## src/rtl/car_pkg.sv

```systemverilog
// Shared types and default timing for the seat-belt/door chime controller.
package car_pkg;

    typedef enum logic [2:0] {
        ST_IDLE,
        ST_DELAY,
        ST_BEEP_ON,
        ST_BEEP_OFF,
        ST_LAMP_ONLY
    } chime_state_e;

    localparam int DEBOUNCE_CYC_DEF = 4;
    localparam int DELAY_CYC_DEF    = 8;
    localparam int ON_CYC_DEF       = 4;
    localparam int OFF_CYC_DEF      = 4;
    localparam int MAX_BEEPS_DEF    = 6;

    function automatic int max3(input int a, input int b, input int c);
        int m;
        m = (a > b) ? a : b;
        return (m > c) ? m : c;
    endfunction

endpackage

```

## src/rtl/sync_debounce.sv

```systemverilog
// Two-flop synchronizer followed by a symmetric level debouncer: the output
// follows the input only after DEBOUNCE_CYC consecutive agreeing samples.
module sync_debounce
    import car_pkg::*;
#(
    parameter int DEBOUNCE_CYC = DEBOUNCE_CYC_DEF
) (
    input  logic Clk,
    input  logic RstN,
    input  logic In,
    output logic Out
);

    localparam int CW = $clog2(DEBOUNCE_CYC + 1);

    logic          sync1_q, sync1_d;
    logic          sync2_q, sync2_d;
    logic [CW-1:0] cnt_q, cnt_d;
    logic          out_q, out_d;

    // Any sample agreeing with the current output restarts the run count.
    always_comb begin
        sync1_d = In;
        sync2_d = sync1_q;
        cnt_d   = '0;
        out_d   = out_q;
        if (sync2_q != out_q) begin
            if (cnt_q == CW'(DEBOUNCE_CYC - 1)) begin
                out_d = sync2_q;
            end else begin
                cnt_d = cnt_q + 1'b1;
            end
        end
    end

    always_ff @(posedge Clk or negedge RstN) begin
        if (!RstN) begin
            sync1_q <= 1'b0;
            sync2_q <= 1'b0;
            cnt_q   <= '0;
            out_q   <= 1'b0;
        end else begin
            sync1_q <= sync1_d;
            sync2_q <= sync2_d;
            cnt_q   <= cnt_d;
            out_q   <= out_d;
        end
    end

    assign Out = out_q;

endmodule

```

## src/rtl/car_chime.sv

```systemverilog
// Warning chime sequencer: grace delay, a bounded train of beeps, then lamp only.
//   state        | meaning
//   ST_IDLE      | no request, all outputs low
//   ST_DELAY     | request seen, grace period before the first beep
//   ST_BEEP_ON   | buzzer driven for ON_CYC cycles
//   ST_BEEP_OFF  | buzzer silent for OFF_CYC cycles between beeps
//   ST_LAMP_ONLY | beeps exhausted or muted; lamp stays on until request clears
module car_chime
    import car_pkg::*;
#(
    parameter int DEBOUNCE_CYC = DEBOUNCE_CYC_DEF,
    parameter int DELAY_CYC    = DELAY_CYC_DEF,
    parameter int ON_CYC       = ON_CYC_DEF,
    parameter int OFF_CYC      = OFF_CYC_DEF,
    parameter int MAX_BEEPS    = MAX_BEEPS_DEF
) (
    input  logic                           Clk,
    input  logic                           RstN,
    input  logic                           Alarm,
    input  logic                           Mute,
    output logic                           Buzzer,
    output logic                           Lamp,
    output logic [$clog2(MAX_BEEPS+1)-1:0] BeepCnt,
    output logic                           Active
);

    localparam int TW = $clog2(max3(DELAY_CYC, ON_CYC, OFF_CYC) + 1);
    localparam int BW = $clog2(MAX_BEEPS + 1);

    chime_state_e  state_q, state_d;
    logic [TW-1:0] timer_q, timer_d;
    logic [BW-1:0] beep_cnt_q, beep_cnt_d;
    logic          buzzer_q, buzzer_d;
    logic          lamp_q, lamp_d;
    logic          active_q, active_d;
    logic          req;
    logic          timer_done;

    sync_debounce #(
        .DEBOUNCE_CYC(DEBOUNCE_CYC)
    ) u_sync_debounce (
        .Clk (Clk),
        .RstN(RstN),
        .In  (Alarm),
        .Out (req)
    );

    // Timer is loaded with the full cycle count; the last cycle sees 1.
    assign timer_done = (timer_q == TW'(1));

    always_comb begin
        state_d    = state_q;
        timer_d    = timer_q;
        beep_cnt_d = beep_cnt_q;

        if (state_q != ST_IDLE && !req) begin
            state_d = ST_IDLE;
        end else begin
            case (state_q)
                ST_IDLE: begin
                    if (req) begin
                        state_d = ST_DELAY;
                        timer_d = TW'(DELAY_CYC);
                    end
                end
                ST_DELAY: begin
                    if (Mute) begin
                        state_d = ST_LAMP_ONLY;
                    end else if (timer_done) begin
                        state_d    = ST_BEEP_ON;
                        beep_cnt_d = beep_cnt_q + 1'b1;
                        timer_d    = TW'(ON_CYC);
                    end else begin
                        timer_d = timer_q - 1'b1;
                    end
                end
                ST_BEEP_ON: begin
                    if (Mute) begin
                        state_d = ST_LAMP_ONLY;
                    end else if (timer_done) begin
                        state_d = ST_BEEP_OFF;
                        timer_d = TW'(OFF_CYC);
                    end else begin
                        timer_d = timer_q - 1'b1;
                    end
                end
                ST_BEEP_OFF: begin
                    if (Mute) begin
                        state_d = ST_LAMP_ONLY;
                    end else if (timer_done) begin
                        if (beep_cnt_q == BW'(MAX_BEEPS)) begin
                            state_d = ST_LAMP_ONLY;
                        end else begin
                            state_d    = ST_BEEP_ON;
                            beep_cnt_d = beep_cnt_q + 1'b1;
                            timer_d    = TW'(ON_CYC);
                        end
                    end else begin
                        timer_d = timer_q - 1'b1;
                    end
                end
                ST_LAMP_ONLY: begin
                    state_d = ST_LAMP_ONLY;
                end
                default: begin
                    state_d = ST_IDLE;
                end
            endcase
        end

        if (state_d == ST_IDLE) begin
            timer_d    = '0;
            beep_cnt_d = '0;
        end

        // Outputs follow the next state so they change on the transition edge.
        buzzer_d = (state_d == ST_BEEP_ON);
        lamp_d   = (state_d != ST_IDLE);
        active_d = (state_d != ST_IDLE);
    end

    always_ff @(posedge Clk or negedge RstN) begin
        if (!RstN) begin
            state_q    <= ST_IDLE;
            timer_q    <= '0;
            beep_cnt_q <= '0;
            buzzer_q   <= 1'b0;
            lamp_q     <= 1'b0;
            active_q   <= 1'b0;
        end else begin
            state_q    <= state_d;
            timer_q    <= timer_d;
            beep_cnt_q <= beep_cnt_d;
            buzzer_q   <= buzzer_d;
            lamp_q     <= lamp_d;
            active_q   <= active_d;
        end
    end

    assign Buzzer  = buzzer_q;
    assign Lamp    = lamp_q;
    assign BeepCnt = beep_cnt_q;
    assign Active  = active_q;

endmodule

```

## config.mk

```make
export PLATFORM = sky130hd
export DESIGN_NAME = car_chime
export DESIGN_NICKNAME = d
export VERILOG_FILES = /design/src/rtl/car_pkg.sv /design/src/rtl/sync_debounce.sv /design/src/rtl/car_chime.sv
export SDC_FILE = /design/constraint.sdc
export NUM_CORES = 1
export LEC_CHECK = 0
export ABC_AREA = 1
export BUFFER_PORTS_ARGS = -buffer_cell sky130_fd_sc_hd__buf_2
export CORE_AREA = 2 2 46 48
export DETAILED_ROUTE_END_ITERATION = 7
export DIE_AREA = 0 0 48 50
export MAX_ROUTING_LAYER = met4
export PLACE_DENSITY = 0.76
export REMOVE_ABC_BUFFERS = 1
export SYNTH_ARGS = -nofsm -noshare
export SYNTH_HDL_FRONTEND = slang
export SYNTH_SLANG_ARGS = --single-unit
```

## constraint.sdc

```tcl
create_clock -name Clk -period 1.5 [get_ports Clk]
set_input_delay 0.075 -clock Clk [delete_from_list [all_inputs] [get_ports Clk]]
set_output_delay 0.075 -clock Clk [all_outputs]
set_load 0.01 [all_outputs]
```

==> results of run 1 <==
[cell families after synthesis]
family	share of synthesized area (%)
xor gates and xnor gates	2.60
DFF	44.5
adders and majority gates	6.18
AOI/OAI and AO/OA	4.57
and+or+nand+nor	32.6
buffers and inverters	9.52
[power by group]
group / internal, mW / switching (mW)
Clock: 0.148 / 0.154
Sequential: 0.619 / 0.147
Combinational: 0.420 / 0.658
Total: 1.19 / 0.959
[through the flow]
stage / area (µm²) / utilization, % / worst slack [ns] / hold slack (ns)
after floorplan: 1000 / - / 0.196 / -0.221
after global placement: 1100 / 57.8 / 0.110 / 0.0226
after detailed placement: 1100 / 57.8 / 0.0730 / 0.0290
after CTS: 1150 / 60.7 / 0.0148 / 0.130
after global routing: 1200 / 63.4 / -0.00770 / 0.169
final: 1200 / 63.4 / 0.0810 / 0.135
[worst reg2reg max path, stage by stage (launching register included)]
cell	delay (ns)
dfrtp_1	0.40
inv_2	0.09
ha_4	0.15
nand2_2	0.07
nor2_4	0.13
nand3_2	0.11
nand2_2	0.10
nand2_4	0.10
nand2_4	0.10
inv_4	0.04
nor2_2	0.06
[cells in the mapped netlist (all sizes together)]
master	instances	area (µm²)
nand2	31	136
nor2	17	78.8
xnor2	2	17.5
nand3	14	75.1
buf	1	7.51
o21ai	4	20.0
a21oi	3	26.3
nor3b	1	7.51
ha	5	62.6
nor3	4	20.0
inv	23	88.8
nand4	2	12.5
dfrtp	18	450
xor2	1	8.76
[per-layer routing]
metal	vias to the layer above	global-route usage (%)
li1	427	-
met1	384	21.8
met2	18	31.8
met3	4	2.93
met4	0	5.86
met5	-	-
[worst paths after layout]
check / start / endpoint / slack (ns) / cells past startpoint
max reg2reg: timer_q[1]$_DFFE_PN0P_ / BeepCnt[0]$_DFFE_PN0P_ / 0.08 / 10
max: timer_q[1]$_DFFE_PN0P_ / BeepCnt[0]$_DFFE_PN0P_ / 0.08 / 10
min in group asynchronous: RstN / timer_q[0]$_DFFE_PN0P_ / 0.21 / 2
min: Mute / state_q[0]$_DFF_PN0_ / 0.13 / 4
max in group asynchronous: RstN / Active$_DFF_PN0_ / 1.00 / 2
min reg2reg: u_sync_debounce.sync1_q$_DFF_PN0_ / u_sync_debounce.sync2_q$_DFF_PN0_ / 0.36 / 0
[registers in the layout (all words and copies together), names as in the netlist]
name / flops
u_sync_debounce.sync2_q: 1
state_q: 3
u_sync_debounce.Out: 1
BeepCnt: 3
u_sync_debounce.cnt_q: 3
u_sync_debounce.sync1_q: 1
timer_q: 4
Buzzer: 1
Active: 1
[cell type report]
cell class / instances / area (µm²)
sequential: 18 / 450
timing repair buffer: 15 / 95.1
fill: 159 / 697
tap: 27 / 33.8
inverter: 23 / 88.8
clock buffer: 4 / 36.3
multi-input combinational: 84 / 500
[timing repair]
action                                  in CTS  in global routing
endpoints found under the setup margin       0                 10
buffers inserted                             0                  2
gates resized for setup                      0                  9
endpoints found under the hold margin       19                  0
hold buffers                                 2                  0
==> run metrics, run 1 <==
worst-path cell chain inv_2, ha_4, nand2_2, nor2_4, nand3_2, nand2_2, nand2_4, nand2_4, inv_4, nor2_2; Max Root-Sink Buffers 2; row cnt 16; power after layout 2.15 mW; vias per cell 4.87; Num CTS Buffers 3; IO Pins 10; Core Area 1900 µm²; Worst-Margin Slew 0.389 ns; Critical Path End Type register; WS Path Type reg -> reg; crit-path leading delay family simple AND/OR/NAND/NOR gates; status completed; DR WL met3 59 µm; Routed WL 1900 µm; synth warn 0; Die ar. 2400 µm²; DR WL/cell 11.1 µm; synth unique cells 22; clock skew 0.00453 ns; H-tree levels 1; final hold vios 0; wire length on met2 944 µm; n_diodes 0; number of clock sinks 18; Vias 833; final setup fails 0; total power per unit cell area 1780 nW/µm²; startpoint types register; CP peak stage delay 0.40 ns; Syn Inst Count 126; Yosys reg bits 18; Die Width 48 µm; fin nets 154; Critical-path top delay cell dfrtp_1; Starting Density 53.2%; LEAKAGE 0.632 nW; drt pass-1 iters 4; die height 50 µm; Final ANT Viol Nets 0; port bufs 9; DR top layer met4; TritonCTS clock tree done; Worst EP required 1.74 ns; largest net degree at the start of global routing 19; Area Overhead vs Synth 19.0%; Hold Crit Class in -> reg; fin crit share 94.6%; Reg clk slew, reported paths 0.11 ns; Skew-Pair Late Insertion Delay 0.30 ns; DR iter-0 viols 15; GRT Total Usage 18.8%; CP Buf/Inv Count 2; min Tclk post-route 1.42 ns; VDD IR max 969 µV; Worst EP arrival 1.66 ns; Setup TNS 0 ns; Mapped Area 1010 µm²; global-route wire length before repair 3160 µm; count of non-filler cells in the finished layout 171; maxcap violations 0; CP Max Fanout 8; root buf cell clkbuf_4; register area share after synthesis 44.5%; share of layout cells above drive strength 1 25.7%; dpl hpwl 1390 µm; f_max 0.705 GHz; max-slew headroom at the worst pin 74.1%; M1 WL 872 µm; GRT overflow 0; synthesized area per cell 8.03 µm²; GPL Wtd Cong 0.861; Placed Cells 163; Max Slew Vio Count 0; residual DRC count 0; vias in the first global route 799; initial antenna violation count 0; commonest non-fill, non-tap cells in the layout 25 x nand2_1, 20 x inv_1, 18 x dfrtp_1, 12 x nand3_1, 10 x nor2_1; most common cell after layout, fill and taps aside nand2_1
Power figures use the tool's default switching activity.
==> inputs of run 2 (changes only) <==
--- a/config.mk
+++ b/config.mk
@@ -12,7 +12,7 @@
 export DIE_AREA = 0 0 48 50
 export MAX_ROUTING_LAYER = met4
 export PLACE_DENSITY = 0.76
-export REMOVE_ABC_BUFFERS = 1
+export SLEW_MARGIN = 30
 export SYNTH_ARGS = -nofsm -noshare
 export SYNTH_HDL_FRONTEND = slang
 export SYNTH_SLANG_ARGS = --single-unit
==> run 2 against run 1 <==
Clock power up 2%. Global-route usage up 1.1 points. Final area down 0.83%. Total power down 3.4%. Die area unchanged. Critical path type unchanged. Critical endpoint is now BeepCnt[1]$_DFFE_PN0P_. Largest cell class unchanged. Largest power group unchanged. Highest routed layer unchanged.
==> run metrics, run 2 (synthesis results as in run 1) <==
status completed; port bufs 9; Hold Crit Class in -> reg; vias per cell 4.85; CP Buf/Inv Count 2; LEAKAGE 0.629 nW; DR WL/cell 10.7 µm; final setup fails 0; largest net degree at the start of global routing 19; crit-path leading delay family simple AND/OR/NAND/NOR gates; f_max 0.715 GHz; Core Area 1900 µm²; worst-path cell chain inv_2, ha_4, nand2_1, nor2_2, nand3_2, nand2_2, nand2_4, nand2_4, inv_4, nor2_2; clock skew 0.00805 ns; Critical-path top delay cell dfrtp_1; GRT Total Usage 19.8%; IO Pins 10; Starting Density 53.2%; M1 WL 824 µm; Die Width 48 µm; drt pass-1 iters 4; CP Max Fanout 8; DR iter-0 viols 21; count of non-filler cells in the finished layout 171; GRT overflow 0; share of layout cells above drive strength 1 25.0%; Critical Path End Type register; TritonCTS clock tree done; startpoint types register; H-tree levels 1; P_sw 0.916 mW; largest register by flop count timer_q; CP peak stage delay 0.40 ns; maxcap violations 0; min Tclk post-route 1.40 ns; DR WL met3 70 µm; die height 50 µm; Worst EP required 1.74 ns; Num CTS Buffers 3; final hold vios 0; Final ANT Viol Nets 0; number of clock sinks 18; dpl hpwl 1390 µm; Flop pwr share 36.4%; Max Slew Vio Count 0; Worst EP arrival 1.64 ns; root buf cell clkbuf_4; DR top layer met4; RSZ-0062 raised after global routing yes; max reg flops 4; fin crit share 93.2%; vias in the first global route 798; row cnt 16; max-slew headroom at the worst pin 73.4%; Vias 830; Skew-Pair Late Insertion Delay 0.30 ns; wire length on met2 902 µm; Syn Nets 135; VDD IR max 1030 µV; Area Overhead vs Synth 18.0%; commonest non-fill, non-tap cells in the layout 27 x nand2_1, 19 x inv_1, 18 x dfrtp_1, 12 x nand3_1, 10 x nor2_1; residual DRC count 0; Routed WL 1830 µm; most common cell after layout, fill and taps aside nand2_1; Max Root-Sink Buffers 2; Comb pwr share 48.8%; Setup TNS 0 ns; Placed Cells 163; Clock power frac 14.8%; Die ar. 2400 µm²; n_diodes 0; initial antenna violation count 0; global-route wire length before repair 3370 µm; WS Path Type reg -> reg; Worst-Margin Slew 0.400 ns; Switching Share 44.2%; internal power 1.16 mW; GPL Wtd Cong 0.844; fin nets 154; Reg clk slew, reported paths 0.11 ns; power after layout 2.07 mW; total power per unit cell area 1730 nW/µm²; Filler cells 168
-- run 2: cell counts in the layout (fill, tap and decap cells not counted) --
No cell type changed its count.
-- run 2: tightest hold or removal path: stages --
cell and delay (ns):
buf_2 0.12, nor3_1 0.06, nand3_1 0.10, nand2_1 0.08
-- run 2: layout make-up --
cell class	instances	area, µm²	share of cell area (%)
clock buffers	4	36.3	3.04
inverters	23	88.8	7.43
multi-input cells	84	490	41.0
flip-flops and latches	18	450	37.7
well taps	27	33.8	2.83
repair buffers	15	95.1	7.96
-- run 2: worst paths after layout --
check	start	endpoint	slack (ns)	cells past startpoint
worst max register to register	timer_q[1]$_DFFE_PN0P_	BeepCnt[1]$_DFFE_PN0P_	0.10	10
max in group asynchronous	RstN	u_sync_debounce.sync1_q$_DFF_PN0_	0.99	2
worst max-delay path	timer_q[1]$_DFFE_PN0P_	BeepCnt[1]$_DFFE_PN0P_	0.10	10
worst min-delay path	Mute	state_q[0]$_DFF_PN0_	0.17	4
worst min register to register	u_sync_debounce.sync1_q$_DFF_PN0_	u_sync_debounce.sync2_q$_DFF_PN0_	0.36	0
min in group asynchronous	RstN	timer_q[0]$_DFFE_PN0P_	0.22	2
-- run 2: power by group through the flow --
stage / Sequential (mW) / Clock, mW / Combinational, mW
3_5_place_dp: 0.751 / 0 / 0.971
6_report: 0.755 / 0.307 / 1.01
4_1_cts: 0.742 / 0.314 / 0.983
3_3_place_gp: 0.747 / 0 / 0.937
2_1_floorplan: 0.734 / 0 / 0.773
5_1_grt: 0.779 / 0.337 / 1.17
-- run 2: stage by stage --
| step | setup slack, ns | hold slack (ns) | utilization, % | instance area [µm²] |
|---|---|---|---|---|
| after floorplan | 0.196 | -0.221 | - | 1010 |
| after global placement | 0.110 | 0.0205 | 57.8 | 1100 |
| after detailed placement | 0.00975 | 0.0289 | 57.8 | 1100 |
| after CTS | 0.000486 | 0.159 | 61.0 | 1160 |
| after global routing | -0.0125 | 0.209 | 62.8 | 1190 |
| final | 0.102 | 0.169 | 62.8 | 1190 |
-- run 2: metal layers --
layer	GRT usage, %	up-vias
met5	-	-
met4	6.76	0
met3	2.20	5
met2	31.3	23
met1	25.7	378
li1	-	424
-- run 2: repair_timing --
item	CTS	global route
gates resized for setup	1	6
buffers inserted	0	2
hold endpoints to repair	19	0
endpoints found under the setup margin	2	11
pin swaps	0	3
hold buffers	2	0
==> inputs of run 3 (changes only) <==
--- a/config.mk
+++ b/config.mk
@@ -12,6 +12,7 @@
 export DIE_AREA = 0 0 48 50
 export MAX_ROUTING_LAYER = met4
 export PLACE_DENSITY = 0.76
+export RECOVER_POWER = 100
 export SLEW_MARGIN = 30
 export SYNTH_ARGS = -nofsm -noshare
 export SYNTH_HDL_FRONTEND = slang
==> run 3 against run 2 <==
Total power decreased by 0.37%. Clock-buffer cell count unchanged. First-iteration DRC count unchanged. Register-to-register slack about the same. Die area unchanged. Final area decreased by 0.73%. Worst hold slack got worse by 0.0053 ns. Non-clock buffer count unchanged.
==> run metrics, run 3 (synthesis results as in run 1) <==
Skew-Pair Late Insertion Delay 0.30 ns; maxcap violations 0; Filler cells 175; startpoint types register; fin crit share 93.2%; share of layout cells above drive strength 1 20.1%; LEAKAGE 0.603 nW; CP Buf/Inv Count 2; GRT met3 Usage 2.20%; Setup TNS 0 ns; Max Slew Vio Count 0; Max Root-Sink Buffers 2; IO Pins 10; Die ar. 2400 µm²; Critical-path top delay cell dfrtp_1; dpl hpwl 1390 µm; Routed WL 1830 µm; Starting Density 53.2%; vias per cell 4.84; RSZ-0062 raised after global routing yes; Critical Path End Type register; initial antenna violation count 0; f_max 0.716 GHz; final hold vios 0; Num CTS Buffers 3; WS Path Type reg -> reg; Syn Nets 135; min Tclk post-route 1.40 ns; Setup WS pre-CTS 0.00975 ns; max-slew headroom at the worst pin 36.5%; fin nets 154; met2 Use GR 31.3%; storage element area 450 µm²; Worst EP arrival 1.64 ns; die height 50 µm; most common cell after layout, fill and taps aside nand2_1; CP peak stage delay 0.40 ns; number of clock sinks 18; worst flop-to-flop path startpoint timer_q[1]$_DFFE_PN0P_; worst-path cell chain inv_2, ha_4, nand2_1, nor2_2, nand3_2, nand2_2, nand2_4, nand2_4, inv_4, nor2_2; GRT overflow 0; Setup crit start timer_q[1]$_DFFE_PN0P_; Reg clk slew, reported paths 0.11 ns; crit-path leading delay family simple AND/OR/NAND/NOR gates; Die Width 48 µm; final setup fails 0; Core Area 1900 µm²; DR WL/cell 10.7 µm; status completed; Hold Crit Class in -> reg; DR iter-0 viols 21; commonest non-fill, non-tap cells in the layout 27 x nand2_1, 19 x inv_1, 18 x dfrtp_1, 12 x nand3_1, 10 x nor2_1; clock skew 0.00804 ns; VDD IR max 1020 µV; CP Max Fanout 8; drt pass-1 iters 4; port bufs 9; H-tree levels 1; GPL Wtd Cong 0.844; n_diodes 0; vias in the first global route 798; footprint of the multi-input gates 490 µm²; Worst EP required 1.74 ns; largest register by flop count timer_q; power after layout 2.07 mW; max reg flops 4; Worst-Margin Slew 0.952 ns; Final ANT Viol Nets 0; hold_ws 0.164 ns; TritonCTS clock tree done; GRT busiest layer met2; Area Overhead vs Synth 17.2%; row cnt 16; Vias 827; met1 Track Usage GR 25.7%; Hold Path Origin Mute; largest net degree at the start of global routing 19; residual DRC count 0; GRT Total Usage 19.8%; root buf cell clkbuf_4; global-route wire length before repair 3370 µm; total power per unit cell area 1740 nW/µm²; post-route setup slack 0.103 ns
==> run 3: cell count changes in the layout (fill, tap and decap cells not counted), sizes merged <==
| cell | previous run | this run |
|---|---|---|
| buf | 13 | 6 |
| clkbuf | 4 | 11 |
==> run 3: per-layer routing <==
metal,wire length [µm],up-vias,share of wire (%)
met1,830,380,45
li1,-,424,-
met5,0,-,0
met4,29,0,1.6
met2,906,18,50
met3,60,5,3.3
==> run 3: repair_timing <==
item,in CTS,in global routing
endpoints found under the hold margin,19,0
pin swaps,0,3
endpoints found under the setup margin,2,11
buffers inserted,0,2
hold buffers,2,0
gates resized for setup,1,6
cloned,0,0
==> run 3: path summary, 6_finish.rpt <==
kind	cells past startpoint	endpoint	slack (ns)
worst max register to register	10	BeepCnt[1]$_DFFE_PN0P_	0.10
worst min-delay path	4	state_q[0]$_DFF_PN0_	0.16
max in group asynchronous	2	u_sync_debounce.sync1_q$_DFF_PN0_	0.49
worst min register to register	0	u_sync_debounce.sync2_q$_DFF_PN0_	0.36
min in group asynchronous	2	timer_q[3]$_DFFE_PN0P_	0.42
worst max-delay path	10	BeepCnt[1]$_DFFE_PN0P_	0.10
==> run 3: area by class of cell <==
| type | instances | area share [%] |
|---|---|---|
| Multi-Input combinational cell | 84 | 41.4 |
| Tap cell | 27 | 2.85 |
| Sequential cell | 18 | 38.0 |
| Inverter | 23 | 7.49 |
| Clock buffer | 4 | 3.06 |
| Timing Repair Buffer | 15 | 7.28 |
==> run 3: power breakdown <==
part / switching, mW / leakage, nW / internal (mW)
sequential: 0.138 / 0.233 / 0.619
combinational: 0.620 / 0.349 / 0.382
clock: 0.159 / 0.0210 / 0.148
==> run 3: worst min-delay path: stages <==
cell and delay (ns):
buf_2 0.11, nor3_1 0.06, nand3_1 0.10, nand2_1 0.08
==> run 3: stage by stage <==
step / instance area [µm²] / utilization, % / std cells
finish: 1190 / 62.4 / 171
global route: 1190 / 62.4 / 171
CTS: 1160 / 61.0 / 169
detailed placement: 1100 / 57.8 / 163
global placement: 1100 / 57.8 / 163
floorplan: 1010 / - / 126
